[src/rtl/rv_wb_pkg.sv]
// Shared types and constants for the rv_core Wishbone interconnect.
// - wb_state_e : interconnect cycle state
// - wb_req_t   : master request captured in IDLE and driven onto the shared slave bus
package rv_wb_pkg;

  localparam int unsigned NSLAVE_MAX = 8;
  localparam logic [31:0] ERR_DATA_DEFAULT = 32'hDEAD_BEEF;

  typedef enum logic [1:0] {
    StIdle,
    StReq,
    StResp
  } wb_state_e;

  typedef struct packed {
    logic [31:0] adr;
    logic [31:0] dat;
    logic        we;
    logic [3:0]  sel;
  } wb_req_t;

endpackage

[src/rtl/rv_wb_interconnect_decode.sv]
// Combinational address decoder.
// Ports:
//   adr       in  32      address to decode
//   hit       out NSLAVE  one-hot hit vector (lowest matching index only)
//   hit_valid out 1       some slave window matched
module rv_wb_interconnect_decode #(
  parameter int unsigned               NSLAVE   = 4,
  parameter logic [NSLAVE-1:0][31:0]   SLV_BASE = '0,
  parameter logic [NSLAVE-1:0][31:0]   SLV_MASK = '0
) (
  input  logic [31:0]       adr,
  output logic [NSLAVE-1:0] hit,
  output logic              hit_valid
);

  always_comb begin
    hit       = '0;
    hit_valid = 1'b0;
    // Ascending scan; the first match blocks later ones so overlaps resolve to the lowest index.
    for (int i = 0; i < int'(NSLAVE); i++) begin
      if (!hit_valid && ((adr & SLV_MASK[i]) == SLV_BASE[i])) begin
        hit[i]    = 1'b1;
        hit_valid = 1'b1;
      end
    end
  end

endmodule

[src/rtl/rv_wb_interconnect.sv]
// Registered Wishbone-classic interconnect: one rv_core master to NSLAVE slaves.
// Runs exactly one slave cycle per master request, traps unmapped and timed-out
// accesses with ack+err, and records the address of the first fault.
// Ports:
//   i_clk, i_reset_n               clock, async active-low reset
//   i_m_*                          master request (adr/dat/we/sel/stb/cyc)
//   o_m_dat, o_m_ack, o_m_err      master response
//   o_s_adr/dat/we/sel             shared registered slave request
//   o_s_stb, o_s_cyc               one-hot slave select
//   i_s_dat, i_s_ack               slave responses, slave i at [32i+:32]
//   i_fault_clr                    clear the fault record
//   o_fault_valid, o_fault_adr     first recorded fault
module rv_wb_interconnect
  import rv_wb_pkg::*;
#(
  parameter int unsigned             NSLAVE   = 4,
  parameter logic [NSLAVE-1:0][31:0] SLV_BASE = {32'h3000_0000, 32'h2000_0000,
                                                 32'h1000_0000, 32'h0000_0000},
  parameter logic [NSLAVE-1:0][31:0] SLV_MASK = {NSLAVE{32'hF000_0000}},
  parameter int unsigned             TIMEOUT  = 16,
  parameter logic [31:0]             ERR_DATA = ERR_DATA_DEFAULT
) (
  input  logic                 i_clk,
  input  logic                 i_reset_n,
  input  logic [31:0]          i_m_adr,
  input  logic [31:0]          i_m_dat,
  input  logic                 i_m_we,
  input  logic [3:0]           i_m_sel,
  input  logic                 i_m_stb,
  input  logic                 i_m_cyc,
  output logic [31:0]          o_m_dat,
  output logic                 o_m_ack,
  output logic                 o_m_err,
  output logic [31:0]          o_s_adr,
  output logic [31:0]          o_s_dat,
  output logic                 o_s_we,
  output logic [3:0]           o_s_sel,
  output logic [NSLAVE-1:0]    o_s_stb,
  output logic [NSLAVE-1:0]    o_s_cyc,
  input  logic [NSLAVE*32-1:0] i_s_dat,
  input  logic [NSLAVE-1:0]    i_s_ack,
  input  logic                 i_fault_clr,
  output logic                 o_fault_valid,
  output logic [31:0]          o_fault_adr
);

  localparam int unsigned CntW = $clog2(TIMEOUT + 1);

  wb_state_e         state_q, state_d;
  wb_req_t           req_q, req_d;
  logic [NSLAVE-1:0] stb_q, stb_d;
  logic [CntW-1:0]   cnt_q, cnt_d;
  logic              err_q, err_d;
  logic [31:0]       dat_q, dat_d;
  logic              fault_valid_q;
  logic [31:0]       fault_adr_q;

  logic [NSLAVE-1:0] hit;
  logic              hit_valid;
  logic              ack_sel;
  logic [31:0]       rdata_sel;

  rv_wb_interconnect_decode #(
    .NSLAVE  (NSLAVE),
    .SLV_BASE(SLV_BASE),
    .SLV_MASK(SLV_MASK)
  ) u_decode (
    .adr      (i_m_adr),
    .hit      (hit),
    .hit_valid(hit_valid)
  );

  // stb_q is one-hot, so masking selects the addressed slave's ack and data only.
  assign ack_sel = |(i_s_ack & stb_q);

  always_comb begin
    rdata_sel = '0;
    for (int i = 0; i < int'(NSLAVE); i++) begin
      if (stb_q[i]) begin
        rdata_sel = rdata_sel | i_s_dat[32*i +: 32];
      end
    end
  end

  always_comb begin
    state_d = state_q;
    req_d   = req_q;
    stb_d   = stb_q;
    cnt_d   = cnt_q;
    err_d   = err_q;
    dat_d   = dat_q;
    case (state_q)
      StIdle: begin
        if (i_m_cyc && i_m_stb) begin
          req_d.adr = i_m_adr;
          req_d.dat = i_m_dat;
          req_d.we  = i_m_we;
          req_d.sel = i_m_sel;
          if (hit_valid) begin
            stb_d   = hit;
            cnt_d   = '0;
            err_d   = 1'b0;
            state_d = StReq;
          end else begin
            err_d   = 1'b1;
            if (!i_m_we) dat_d = ERR_DATA;
            state_d = StResp;
          end
        end
      end
      StReq: begin
        if (!i_m_cyc) begin
          // Master abandoned the cycle: drop the slave, no response.
          stb_d   = '0;
          state_d = StIdle;
        end else if (ack_sel) begin
          stb_d   = '0;
          if (!req_q.we) dat_d = rdata_sel;
          state_d = StResp;
        end else if (cnt_q == CntW'(TIMEOUT - 1)) begin
          // Last allowed REQ cycle passed without an ack.
          stb_d   = '0;
          err_d   = 1'b1;
          if (!req_q.we) dat_d = ERR_DATA;
          state_d = StResp;
        end else if (cnt_q != CntW'(TIMEOUT)) begin
          cnt_d = cnt_q + 1'b1;
        end
      end
      StResp: begin
        state_d = StIdle;
      end
      default: begin
        stb_d   = '0;
        state_d = StIdle;
      end
    endcase
  end

  always_ff @(posedge i_clk or negedge i_reset_n) begin
    if (!i_reset_n) begin
      state_q <= StIdle;
      req_q   <= '0;
      stb_q   <= '0;
      cnt_q   <= '0;
      err_q   <= 1'b0;
      dat_q   <= '0;
    end else begin
      state_q <= state_d;
      req_q   <= req_d;
      stb_q   <= stb_d;
      cnt_q   <= cnt_d;
      err_q   <= err_d;
      dat_q   <= dat_d;
    end
  end

  // A fault arriving with a clear replaces the old record rather than being lost.
  always_ff @(posedge i_clk or negedge i_reset_n) begin
    if (!i_reset_n) begin
      fault_valid_q <= 1'b0;
      fault_adr_q   <= '0;
    end else if ((state_q == StResp) && err_q && (!fault_valid_q || i_fault_clr)) begin
      fault_valid_q <= 1'b1;
      fault_adr_q   <= req_q.adr;
    end else if (i_fault_clr) begin
      fault_valid_q <= 1'b0;
    end
  end

  assign o_m_dat       = dat_q;
  assign o_m_ack       = (state_q == StResp);
  assign o_m_err       = (state_q == StResp) && err_q;
  assign o_s_adr       = req_q.adr;
  assign o_s_dat       = req_q.dat;
  assign o_s_we        = req_q.we;
  assign o_s_sel       = req_q.sel;
  assign o_s_stb       = stb_q;
  assign o_s_cyc       = stb_q;
  assign o_fault_valid = fault_valid_q;
  assign o_fault_adr   = fault_adr_q;

endmodule

[config.mk]
export PLATFORM = sky130hd
export DESIGN_NAME = rv_wb_interconnect
export DESIGN_NICKNAME = d
export VERILOG_FILES = /design/src/rtl/rv_wb_pkg.sv /design/src/rtl/rv_wb_interconnect_decode.sv /design/src/rtl/rv_wb_interconnect.sv
export SDC_FILE = /design/constraint.sdc
export NUM_CORES = 1
export LEC_CHECK = 0
export ABC_AREA = 0
export CAP_MARGIN = 20
export CORE_AREA = 2 2 136 138
export DETAILED_ROUTE_END_ITERATION = 7
export DIE_AREA = 0 0 138 140
export PLACE_DENSITY = 0.76
export SLEW_MARGIN = 10
export SYNTH_ARGS = -nofsm -noshare
export SYNTH_HDL_FRONTEND = slang
export SYNTH_SLANG_ARGS = --single-unit
[constraint.sdc]
create_clock -name i_clk -period 3.3 [get_ports i_clk]
set_input_delay 0.66 -clock i_clk [delete_from_list [all_inputs] [get_ports i_clk]]
set_output_delay 0.66 -clock i_clk [all_outputs]
set_load 0.02 [all_outputs]
* Word level (Yosys, flattened, before mapping)
Cells that the tools add are included.
** Storage, ports and cells
- Input bits :: 206
- Flip-flop bits (word level) :: 146
** Operators by class
- Reduce and logical (&&, ||, !) cells :: 22
- $add $sub $neg :: 1
- Multiplexer cells :: 47
- Eq/ne operators :: 20
- Bitwise gates (word level) :: 5
** Operator list (count)
- 2-to-1 mux 32 bit :: 12
- bitwise OR 32 bit :: 3
- one-hot mux 32 bit (2 select lines) :: 1
- zero test 32 bit :: 1
- 2-to-1 mux 5 bit :: 6
- 2-to-1 mux 4 bit :: 5
- != test 2 bit (second input constant) :: 9
- 2-to-1 mux 1 bit :: 14
- one-hot mux 4 bit (3 select lines) :: 1
- 2-to-1 mux 2 bit :: 5
- one-hot mux 5 bit (2 select lines) :: 1
- != test 3 bit (second input constant) :: 3
- equality test 4 x 2 -> 1 bit (second input constant) :: 2
- AND reduction 8 bit :: 1
- AND reduction 7 bit :: 1
- logical AND 1 bit :: 6
- adder 5 x 1 -> 5 bit (second input constant) :: 1
- equality test 5 x 4 -> 1 bit (second input constant) :: 1
- != test 5 bit (second input constant) :: 1
- AND reduction 5 bit :: 1
- bitwise AND 4 bit :: 1
- equality test 4 x 1 -> 1 bit (second input constant) :: 1
- zero test 1 bit :: 4
- != test 4 bit (second input constant) :: 1
- other kinds (11) :: 13

* Longest topological paths before layout
Gate-level depths: netlist (run 1).
- Depth after elaboration :: 14
- Gate-level depth with buffers :: 7

* Modules after synthesis
A second synthesis (run 1) with hierarchy kept.
** Second synthesis, totals
- Cell total of the unflattened synthesis :: 493
- Area total of the unflattened synthesis :: 6588.8 um^2
** By module, submodules not included
- rv_wb_interconnect :: sequential area each 3653.5 um^2, area an instance 6548.8 um^2, instances 1, cells an instance 488
- rv_wb_interconnect_decode :: sequential area each 0.0 um^2, area an instance 40.0 um^2, instances 1, cells an instance 5

* Least setup slack after synthesis (run 1)
Ideal clock, no wire load.
- Kind :: register to register
- Start point :: register cnt_q[0]
- End point :: register dat_q[0], in the netlist o_m_dat[0]
- Period minus slack after synthesis :: 2.401 ns
- Setup time :: 0.125 ns
- Slack :: 0.899 ns
- Buffers on the path :: 1
- Cell stages (with the launch flop) :: 8
- Data arrival time :: 2.276 ns
- Cells stage by stage :: dfrtp_1 ha_1 and3_1 ha_1 o311a_1 a2111oi_4 buf_6 mux2_4
** Between the ends
- Cells in the longest elaborated chain, start to end :: 3
- Elaborated cells between the ends (all ways) :: 4
- Classes of those cells :: 3 x eq/ne; 1 x reduce/logical
** RTL lines
- start: declaration :: line rv_wb_interconnect.sv:52 : logic [CntW-1:0] cnt_q, cnt_d;
- start signal: assignment :: line rv_wb_interconnect.sv:152 : cnt_q <= cnt_d;
- equality test 5 x 4 -> 1 bit (*) :: line rv_wb_interconnect.sv:120 : end else if (cnt_q == CntW'(TIMEOUT - 1)) begin
- != test 3 bit (no line)
- AND reduction 8 bit (no line) (*)
- end signal: assignment :: line rv_wb_interconnect.sv:154 : dat_q <= dat_d;
- end: declaration :: line rv_wb_interconnect.sv:54 : logic [31:0] dat_q, dat_d;
Every way passes the cells marked *; elsewhere a longest branch is shown, timed or not.
A chain may end at the register's enable or synchronous reset.

* Worst setup path in the final report (run 1)
- Start point :: register state_q[0]
- End point :: output port o_m_err
** Between the ends
- Cells in the longest elaborated chain, start to end :: 2
** RTL lines
- start: declaration :: line rv_wb_interconnect.sv:49 : wb_state_e state_q, state_d;
- start signal: assignment :: line rv_wb_interconnect.sv:142 : state_q <= StIdle;
- start signal: assignment :: line rv_wb_interconnect.sv:149 : state_q <= state_d;
- equality test 2 bit :: line rv_wb_interconnect.sv:173 : assign o_m_err = (state_q == StResp) && err_q;
- logical AND 1 bit :: line rv_wb_interconnect.sv:173
- end: declaration :: line rv_wb_interconnect.sv:33 : output logic o_m_err,
Every way passes these cells.

==> metrics.txt, run 1 <==
Fin Hold WS=between 0.15 and 0.2 ns; htree depth=4; Die Y=140 µm; setup TNS=0 ns; Tcrit/Tclk final=80.9%; met3 routed WL=1680 µm; initial antenna violation count=0; Layout fillers=approximately 1400; Die Span X=about 140 µm; Placer Congestion=roughly 0.8; synthesized area=0.00661 mm²; post-layout instance area=between 0.01 and 0.015 mm²; worst r2r src=cnt_q[0]$_DFFE_PN0P_; Num CTS Buffers=17; Clock Skews=0.0102 ns; core box area=between 0.015 and 0.02 mm²; Top Metal Used=met4; Design Power=~6.7 mW; Clock Latency Late Sink=around 0.41 ns; reg2reg setup slack=slightly above 0.7 ns; RSZ-0062 raised after global routing=false; DR vias=approximately 5400; Post-CTS Resized=0; M1 wire length=8340 µm; vias per cell=~5; Worst Path Required=between 2 and 3 ns; Post-Syn Area per Cell=roughly 14 µm²; Worst Path Max Fanout=11; Ports=350; Reg-to-Reg End=o_m_dat[10]$_DFFE_PN0P_; Routed wire per std cell=19.0 µm; PwrDens=about 610 mW/mm²; clock sink count=146; total leakage power=4.29 nW; critical path arrival=approximately 2 ns; critical path startpoint category=flop; DRT Pass-1 Iters=5; DRC=0; initial core utilization=roughly 37%; hold buffers post-CTS=0; Setup WS post-layout=0.630 ns; dpl ws=between 0.3 and 0.4 ns; min cycle time layout=around 2.7 ns; Max-cap violations=0; final slew viol count=0; Peak VDD IR=392 µV; ANT nets after route=0; clock buffer depth=2; worst rel slew slack=about three fifths; worst-case reg-to-reg path depth=7; worst hold path class=in -> async; DRT iter0 DRCs=230; critical path startpoint=state_q[0]$_DFFE_PN0P_; Final Hold Viols=0; Seq cells post-synth=146; number of cell rows=49; Yosys Warn Count=0; f_max=375 MHz; Final HPWL DP=around 15000 µm; Routed Wire Length=a little over 20000 µm; post-CTS setup repair buffer count=0; Unique masters post-synth=33; pin count of the biggest net entering global routing=71; Post-DP Area=slightly above 0.01 mm²; status=completed; ratio of cells with drive above 1 in the final layout=a little under a quarter; Layout Nets=around 1000; die area=a little under 0.02 mm²; # diodes=0; TritonCTS clock tree=done; Final setup viols=0; register area share after synthesis=between 50% and 60%; vias in the first global route=5870; Worst Setup EP=o_m_err; Root Driver=clkbuf_16; Buffers on Ports=between 300 and 400; Setup Crit Path Kind=reg -> out; Mapped Nets=694; first-pass GRT wire length=about 32000 µm; total track usage=21.0%; Least-Margin Pin Slew=0.604 ns; met2 wire length=9690 µm; Crit. End Element=output port; Overflow after GRT=0; clock slew at reported path FFs=about 0.070 ns; Synth Instances=about 480; P&R area growth vs syn=65.2%
-- worst max-delay path, cell delays in order (launching register included) --
cell and delay (ns):
dfrtp_1 0.52, nor2b_1 0.21, nand2_1 0.13, inv_1 0.09, clkdlybuf4s50_1 0.65
-- cells in the mapped netlist, drive strengths merged --
cell     number  area (µm²)
buf          12        93.8
or4b          1        10.0
nand4b        1        8.76
o311a         1        10.0
ha            4        50.1
mux2        139        1680
a22o          3        35.0
a21oi        10        50.1
or3b          1        8.76
nor3          6        30.0
nand2         8        30.0
and3          2        12.5
a2111oi       1        27.5
nand3        26         130
a21o          1        7.51
nor4bb        1        10.0
nor4          1        12.5
nor2b         2        12.5
o21ai         2        10.0
inv           8        30.0
nand4         2        12.5
nor2          5        18.8
mux2i         4        40.0
clkbuf       26        97.6
dfrtp       146        3650
a22oi        64         480
o21a          2        15.0
nand2b        5        31.3
-- layout make-up --
class	instances	area, µm²	area share [%]
clock inverters	14	141	1.30
clock buffers	18	429	3.93
multi-input cells	292	2760	25.3
inverters	8	30.0	0.275
flip-flops and latches	146	3650	33.5
repair buffers	360	3610	33.1
well taps	229	287	2.63
-- state kept, by name, summed over array words and instances, names as in the netlist --
signal	flops
o_fault_valid	1
o_s_cyc	4
cnt_q	5
o_s_we	1
o_s_adr	32
state_q	2
o_s_sel	4
err_q	1
o_m_dat	32
o_s_dat	32
o_fault_adr	32
-- logic make-up (layout without fill, tap and decap cells) --
family                   after synthesis  after routing  synth area share (%)
flip-flops                           146            146                  55.3
multiplexers                         143            143                  26.0
AO/OA/AOI/OAI                         84             84                  9.62
AND/OR/NAND/NOR                       61             61                  4.96
buffers and inverters                 46            400                  3.35
adder cells (fa/ha/maj)                4              4                 0.758
-- how the worst min path moves through the flow --
stage	end	slack [ns]	startpoint	cells past startpoint
finish	o_s_dat[31]$_DFFE_PN0P_	0.17	i_reset_n	1
global route	o_s_dat[31]$_DFFE_PN0P_	0.20	i_reset_n	1
CTS	o_s_dat[31]$_DFFE_PN0P_	0.18	i_reset_n	1
detailed placement	err_q$_DFFE_PN0P_	0.49	err_q$_DFFE_PN0P_	1
global placement	err_q$_DFFE_PN0P_	0.48	err_q$_DFFE_PN0P_	1
floorplan	cnt_q[0]$_DFFE_PN0P_	0.36	i_reset_n	0
-- through the flow --
stage,cells,utilization [%]
5_1_grt,1067,61.4
3_3_place_gp,1035,58.2
6_report,1067,61.4
4_1_cts,1067,61.4
3_5_place_dp,1035,58.2
2_1_floorplan,484,-
-- power breakdown --
part / switching (mW) / total (mW) / internal, mW
registers: 0.236 / 2.44 / 2.21
logic: 1.06 / 2.36 / 1.30
clock network: 0.807 / 1.87 / 1.06
-- per-layer routing --
metal / vias to the layer above / track usage, %
li1: 2473 / -
met1: 2674 / 26.2
met2: 259 / 34.1
met4: 0 / 7.68
met3: 38 / 7.11
met5: - / 0
-- cell usage in the layout (no fill, tap or decap), types with 2 or more instances in the layout --
cell type	synthesis	routed
a21oi_1	10	9
a22o_1	2	2
a22oi_1	64	64
and3_1	2	2
buf_12	0	3
buf_4	4	8
clkbuf_16	0	17
clkdlybuf4s50_1	0	348
clkinv_2	0	2
clkinvlp_4	0	2
dfrtp_1	146	146
ha_1	4	4
inv_1	8	8
inv_6	0	5
inv_8	0	3
mux2_2	109	109
mux2_4	30	30
mux2i_1	4	4
nand2_1	8	8
nand2b_1	5	5
nand3_1	26	26
nand4_1	2	2
nor2_1	5	5
nor2b_1	2	2
nor3_1	6	6
o21a_1	2	2
No activity file was read; power rests on OpenSTA's default activity.
==> run 2: changes to the inputs <==
Clock period 3.3 ns to 2.6 ns, I/O delays scaled along.
==> run 2 against run 1 <==
  * Clock skew grew 0.0023 ns
  * Hold slack lost 0.14 ns
  * Sequential share of layout area shrank 0.51 points
  * Critical path type unchanged
  * Critical endpoint is now o_s_stb[1]
  * Highest routed layer unchanged
==> metrics.txt, run 2 (synthesized netlist as in run 1, its figures left out) <==
status=completed; Die Y=140 µm (unchanged); Max-cap violations=0 (unchanged); PwrDens=783 mW/mm² (+28%); Routed Wire Length=20300 µm (+0.57%); Tcrit/Tclk final=95.5%; initial antenna violation count=0 (unchanged); f_max=403 MHz; Fin Hold WS=0.0376 ns (-0.137 ns); Final setup viols=0 (unchanged); DRT Pass-1 Iters=4 (-1); total track usage=21.0% (about the same); crit path cell chain=buf_4, clkdlybuf4s50_1; clock slew at reported path FFs=0.07 ns (about the same); worst-case reg-to-reg path depth=8 (+1); Top Metal Used=met4; Overflow after GRT=0 (unchanged); M1 wire length=8280 µm (-0.72%); worst rel slew slack=67.8% (+8.4 points); setup TNS=0 ns (unchanged); TritonCTS clock tree=done; Worst Path Required=2.08 ns (-0.56 ns); Post-DP Area=0.0104 mm² (+1.0%); Least-Margin Pin Slew=0.483 ns (-0.122 ns); Die Span X=138 µm (unchanged); Crit. End Element=output port; Root Driver=clkbuf_16; total leakage power=4.38 nW (+2.2%); met2 wire length=9860 µm (+1.8%); DRC=0 (unchanged); ratio of cells with drive above 1 in the final layout=23.8% (+1.2 points); min cycle time layout=between 2 and 2.5 ns; worst r2r src=cnt_q[1]$_DFFE_PN0P_; hold buffers post-CTS=0 (unchanged); htree depth=4 (unchanged); DRT iter0 DRCs=294 (+28%); DR vias=5448 (+0.073%); initial core utilization=37.2% (unchanged); Layout Nets=1046 (+1.1%); vias in the first global route=5819 (-0.87%); worst hold path class=in -> async; met3 routed WL=1780 µm (+6.0%); final slew viol count=0 (unchanged); max incr delay on CP=0.69 ns (+0.04 ns); first-pass GRT wire length=32000 µm (-0.94%); Setup WS post-layout=0.118 ns (-0.513 ns); commonest non-fill, non-tap cell in the layout=clkdlybuf4s50_1; Buffers on Ports=349 (unchanged); Layout fillers=1420 (+0.57%); Clock Skews=0.0125 ns (+0.00227 ns); post-layout instance area=0.0111 mm² (+1.6%); Ports=350 (unchanged); critical path arrival=1.96 ns (-0.05 ns); ANT nets after route=0 (unchanged); Setup Crit Path Kind=reg -> out; P&R area growth vs syn=67.8%; Peak VDD IR=521 µV (+33%); Worst Path Max Fanout=35 (+24); die area=0.0193 mm² (unchanged); # diodes=0 (unchanged); clock sink count=146 (unchanged); Clock Latency Late Sink=0.43 ns (+0.02 ns); vias per cell=5.05 (-0.95%); Num CTS Buffers=17 (unchanged); core box area=0.0178 mm² (unchanged); Placer Congestion=0.810 (+1.4%); number of cell rows=49 (unchanged); critical path startpoint category=flop; Routed wire per std cell=18.9 µm (-0.46%); Reg-to-Reg End=o_m_dat[31]$_DFFE_PN0P_; reg2reg setup slack=0.13 ns (-0.59 ns); pin count of the biggest net entering global routing=70 (-1.4%); clock buffer depth=2 (unchanged); commonest cells after routing, fill and taps aside=clkdlybuf4s50_1, dfrtp_1, mux2_2; Final Hold Viols=0 (unchanged); dpl ws=-0.201 ns (-0.542 ns); slowest cell on the critical path=clkdlybuf4s50_1; Final HPWL DP=14900 µm (+1.0%)
[run 2: area by class of cell]
| type | count | area [µm²] | share of cell area [%] |
|---|---|---|---|
| Clock buffer | 17 | 425 | 3.84 |
| Clock inverter | 15 | 189 | 1.70 |
| Inverter | 8 | 30.0 | 0.271 |
| Multi-Input combinational cell | 292 | 2760 | 24.9 |
| Sequential cell | 146 | 3650 | 33.0 |
| Tap cell | 229 | 287 | 2.58 |
| Timing Repair Buffer | 371 | 3740 | 33.8 |
[run 2: what timing repair did]
item	CTS	global route
setup buffers	0	1
endpoints found under the setup margin	0	33
gates resized for setup	0	2
[run 2: worst max-delay path, delay by kind of cell (launching register included)]
family	cells	cell delay, ns
DFF	1	0.43
buffers and inverters	2	1.10
[run 2: where the power goes]
part / internal [mW] / leakage [nW] / switching (mW)
Sequential: 2.80 / 1.69 / 0.302
Combinational: 1.67 / 2.39 / 1.36
Clock: 1.47 / 0.301 / 1.08
[run 2: worst max-delay path by stage]
stage | startpoint | to
after floorplan | cnt_q[0]$_DFFE_PN0P_ | o_m_dat[0]$_DFFE_PN0P_
after global placement | i_m_adr[31] | o_m_dat[10]$_DFFE_PN0P_
after detailed placement | i_m_adr[31] | o_m_dat[9]$_DFFE_PN0P_
after CTS | cnt_q[1]$_DFFE_PN0P_ | o_m_dat[10]$_DFFE_PN0P_
after global routing | cnt_q[1]$_DFFE_PN0P_ | o_m_dat[2]$_DFFE_PN0P_
final | o_s_cyc[1]$_DFFE_PN0P_ | o_s_stb[1]
[run 2: metrics by stage]
stage                     power (mW)  utilization, %  std cells
after global routing            9.08            62.4       1078
after CTS                       8.78            62.2       1076
final                           8.68            62.4       1078
after global placement          6.13            58.8       1044
after floorplan                 4.49               -        484
after detailed placement        6.18            58.8       1044
[run 2: per-layer routing]
layer | vias up | track usage [%]
met4 | 0 | 7.25
li1 | 2496 | -
met2 | 259 | 34.4
met5 | - | 0
met1 | 2662 | 25.3
met3 | 31 | 8.34
==> run 3: changes to the inputs <==
Settings changed: CTS_CLUSTER_SIZE from default to 16.
Clock period 2.6 ns to 2.7 ns, I/O delays scaled along.
==> run 3 against run 2 <==
  * First-iteration DRC count down 1.0%
  * Core utilization down 0.24 points
  * Via count about the same
  * Register-to-register slack better by 0.05 ns
  * Clock power down 9.1%
  * Sequential share of layout area up 0.12 points
  * Hold slack worse by 0.0093 ns
  * Global-route usage down 0.20 points
  * Critical path depth up 6
  * Wire length down 0.75%
  * Critical endpoint is now o_m_dat[16]$_DFFE_PN0P_
  * Largest cell class unchanged
==> metrics.txt, run 3 (synthesized netlist as in run 1, its figures left out) <==
Max-cap violations=0 (unchanged); worst rel slew slack=71.5% (+3.7 points); die area=0.0193 mm² (unchanged); commonest non-fill, non-tap cell in the layout=clkdlybuf4s50_1; final slew viol count=0 (unchanged); Placer Congestion=0.809 (-0.17%); dpl ws=-0.138 ns (+0.0634 ns); status=completed; Tcrit/Tclk final=93.3%; P&R area growth vs syn=67.2%; vias per cell=5.05 (about the same); TritonCTS clock tree=done; Final Hold Viols=0 (unchanged); Final setup viols=0 (unchanged); initial antenna violation count=0 (unchanged); vias in the first global route=5894 (+1.3%); Num CTS Buffers=17 (unchanged); reg2reg setup slack=0.18 ns (+0.05 ns); RSZ-0062 raised after global routing=false; Reg-to-Reg End=o_m_dat[16]$_DFFE_PN0P_; fin cells=1078 (unchanged); DRT iter0 DRCs=291 (-1.0%); Least-Margin Pin Slew=0.427 ns (-0.0554 ns); Die Span X=138 µm (unchanged); Layout Nets=1046 (unchanged); clock sink count=146 (unchanged); number of cell rows=49 (unchanged); critical path arrival=2.81 ns (+0.85 ns); f_max=397 MHz; clock buffer depth=2 (unchanged); worst hold path class=in -> async; total leakage power=4.36 nW (-0.48%); Routed Wire Length=20200 µm (-0.75%); Die Y=140 µm (unchanged); Overflow after GRT=0 (unchanged); ANT nets after route=0 (unchanged); worst r2r src=cnt_q[0]$_DFFE_PN0P_; commonest cells after routing, fill and taps aside=clkdlybuf4s50_1, dfrtp_1, mux2_2; Worst Path Required=2.99 ns (+0.91 ns); core box area=0.0178 mm² (unchanged); htree depth=4 (unchanged); Setup WS post-layout=0.181 ns (+0.0636 ns); Final HPWL DP=14700 µm (-1.3%); total track usage=20.8% (-0.20 points); Setup Crit Path Kind=reg -> reg; Peak VDD IR=487 µV (-6.6%); ratio of cells with drive above 1 in the final layout=23.6% (-0.24 points); Ports=350 (unchanged); critical path startpoint category=flop; pin count of the biggest net entering global routing=70 (unchanged); Clock Latency Late Sink=0.42 ns (about the same); Worst Path Max Fanout=16 (-54%); DRC=0 (unchanged); worst-case reg-to-reg path depth=8 (unchanged); Clock Skews=0.00853 ns (-0.00394 ns); PwrDens=743 mW/mm² (-5.0%); hold buffers post-CTS=0 (unchanged); Buffers on Ports=349 (unchanged); DR vias=5443 (-0.092%); Routed wire per std cell=18.7 µm (-0.75%); DRT Pass-1 Iters=5 (+1); first-pass GRT wire length=32200 µm (+0.45%); Crit. End Element=flop; Root Driver=clkbuf_16; # diodes=0 (unchanged); Fin Hold WS=0.0283 ns (-0.00929 ns); Placed Cells=1044 (unchanged); min cycle time layout=approximately 2.5 ns; clock slew at reported path FFs=0.07 ns (about the same); initial core utilization=37.2% (unchanged)
## run 3: timing repair
item                                    4_1_cts  5_1_grt
endpoints found under the setup margin        0        1
gates resized for setup                       0        1
buffers inserted                              0        1
endpoints found under the hold margin         0        0
## run 3: layout make-up
type	instances	area, µm²
fill	1435	6740
timing repair buffer	371	3740
sequential	146	3650
multi-input combinational	292	2760
clock buffer	18	429
tap	229	287
clock inverter	14	144
inverter	8	30.0
## run 3: critical path: stages (launching register included)
cell and delay (ns):
dfrtp_1 0.41, ha_1 0.22, and3_1 0.17, ha_1 0.22
o311a_1 0.42, a2111oi_4 0.19, buf_4 0.19, buf_6 0.24
mux2_4 0.33
## run 3: worst max path at each step
stage          cells past startpoint                       to  slack [ns]                   start
4_1_cts                            7   o_m_dat[9]$_DFFE_PN0P_        0.10    cnt_q[0]$_DFFE_PN0P_
3_3_place_gp                       6  o_m_dat[10]$_DFFE_PN0P_       -0.07             i_m_adr[31]
2_1_floorplan                      7   o_m_dat[0]$_DFFE_PN0P_        0.30    cnt_q[0]$_DFFE_PN0P_
6_report                           8  o_m_dat[16]$_DFFE_PN0P_        0.18    cnt_q[0]$_DFFE_PN0P_
5_1_grt                            4                  o_m_err        0.07  state_q[1]$_DFFE_PN0P_
3_5_place_dp                       6   o_m_dat[9]$_DFFE_PN0P_       -0.14             i_m_adr[30]
## run 3: power by group
part / internal [mW] / switching, mW
sequential: 2.70 / 0.292
combinational: 1.61 / 1.31
clock: 1.30 / 1.00
## run 3: routing by layer
| layer | wire [µm] | global-route usage, % |
|---|---|---|
| met5 | 0 | 0 |
| met4 | 431 | 7.25 |
| met3 | 1820 | 7.59 |
| met2 | 9530 | 33.5 |
| met1 | 8410 | 26.0 |
## run 3: stage by stage
stage                     area [µm²]  setup TNS (ns)  total power [mW]  utilization [%]
after global routing           11000               0              8.60             62.1
after detailed placement       10400           -2.91              5.96             58.8
after global placement         10400           -1.06              5.91             58.8
final                          11000               0              8.21             62.1
after floorplan                 6610               0              4.32                -
after CTS                      11000               0              8.31             62.0
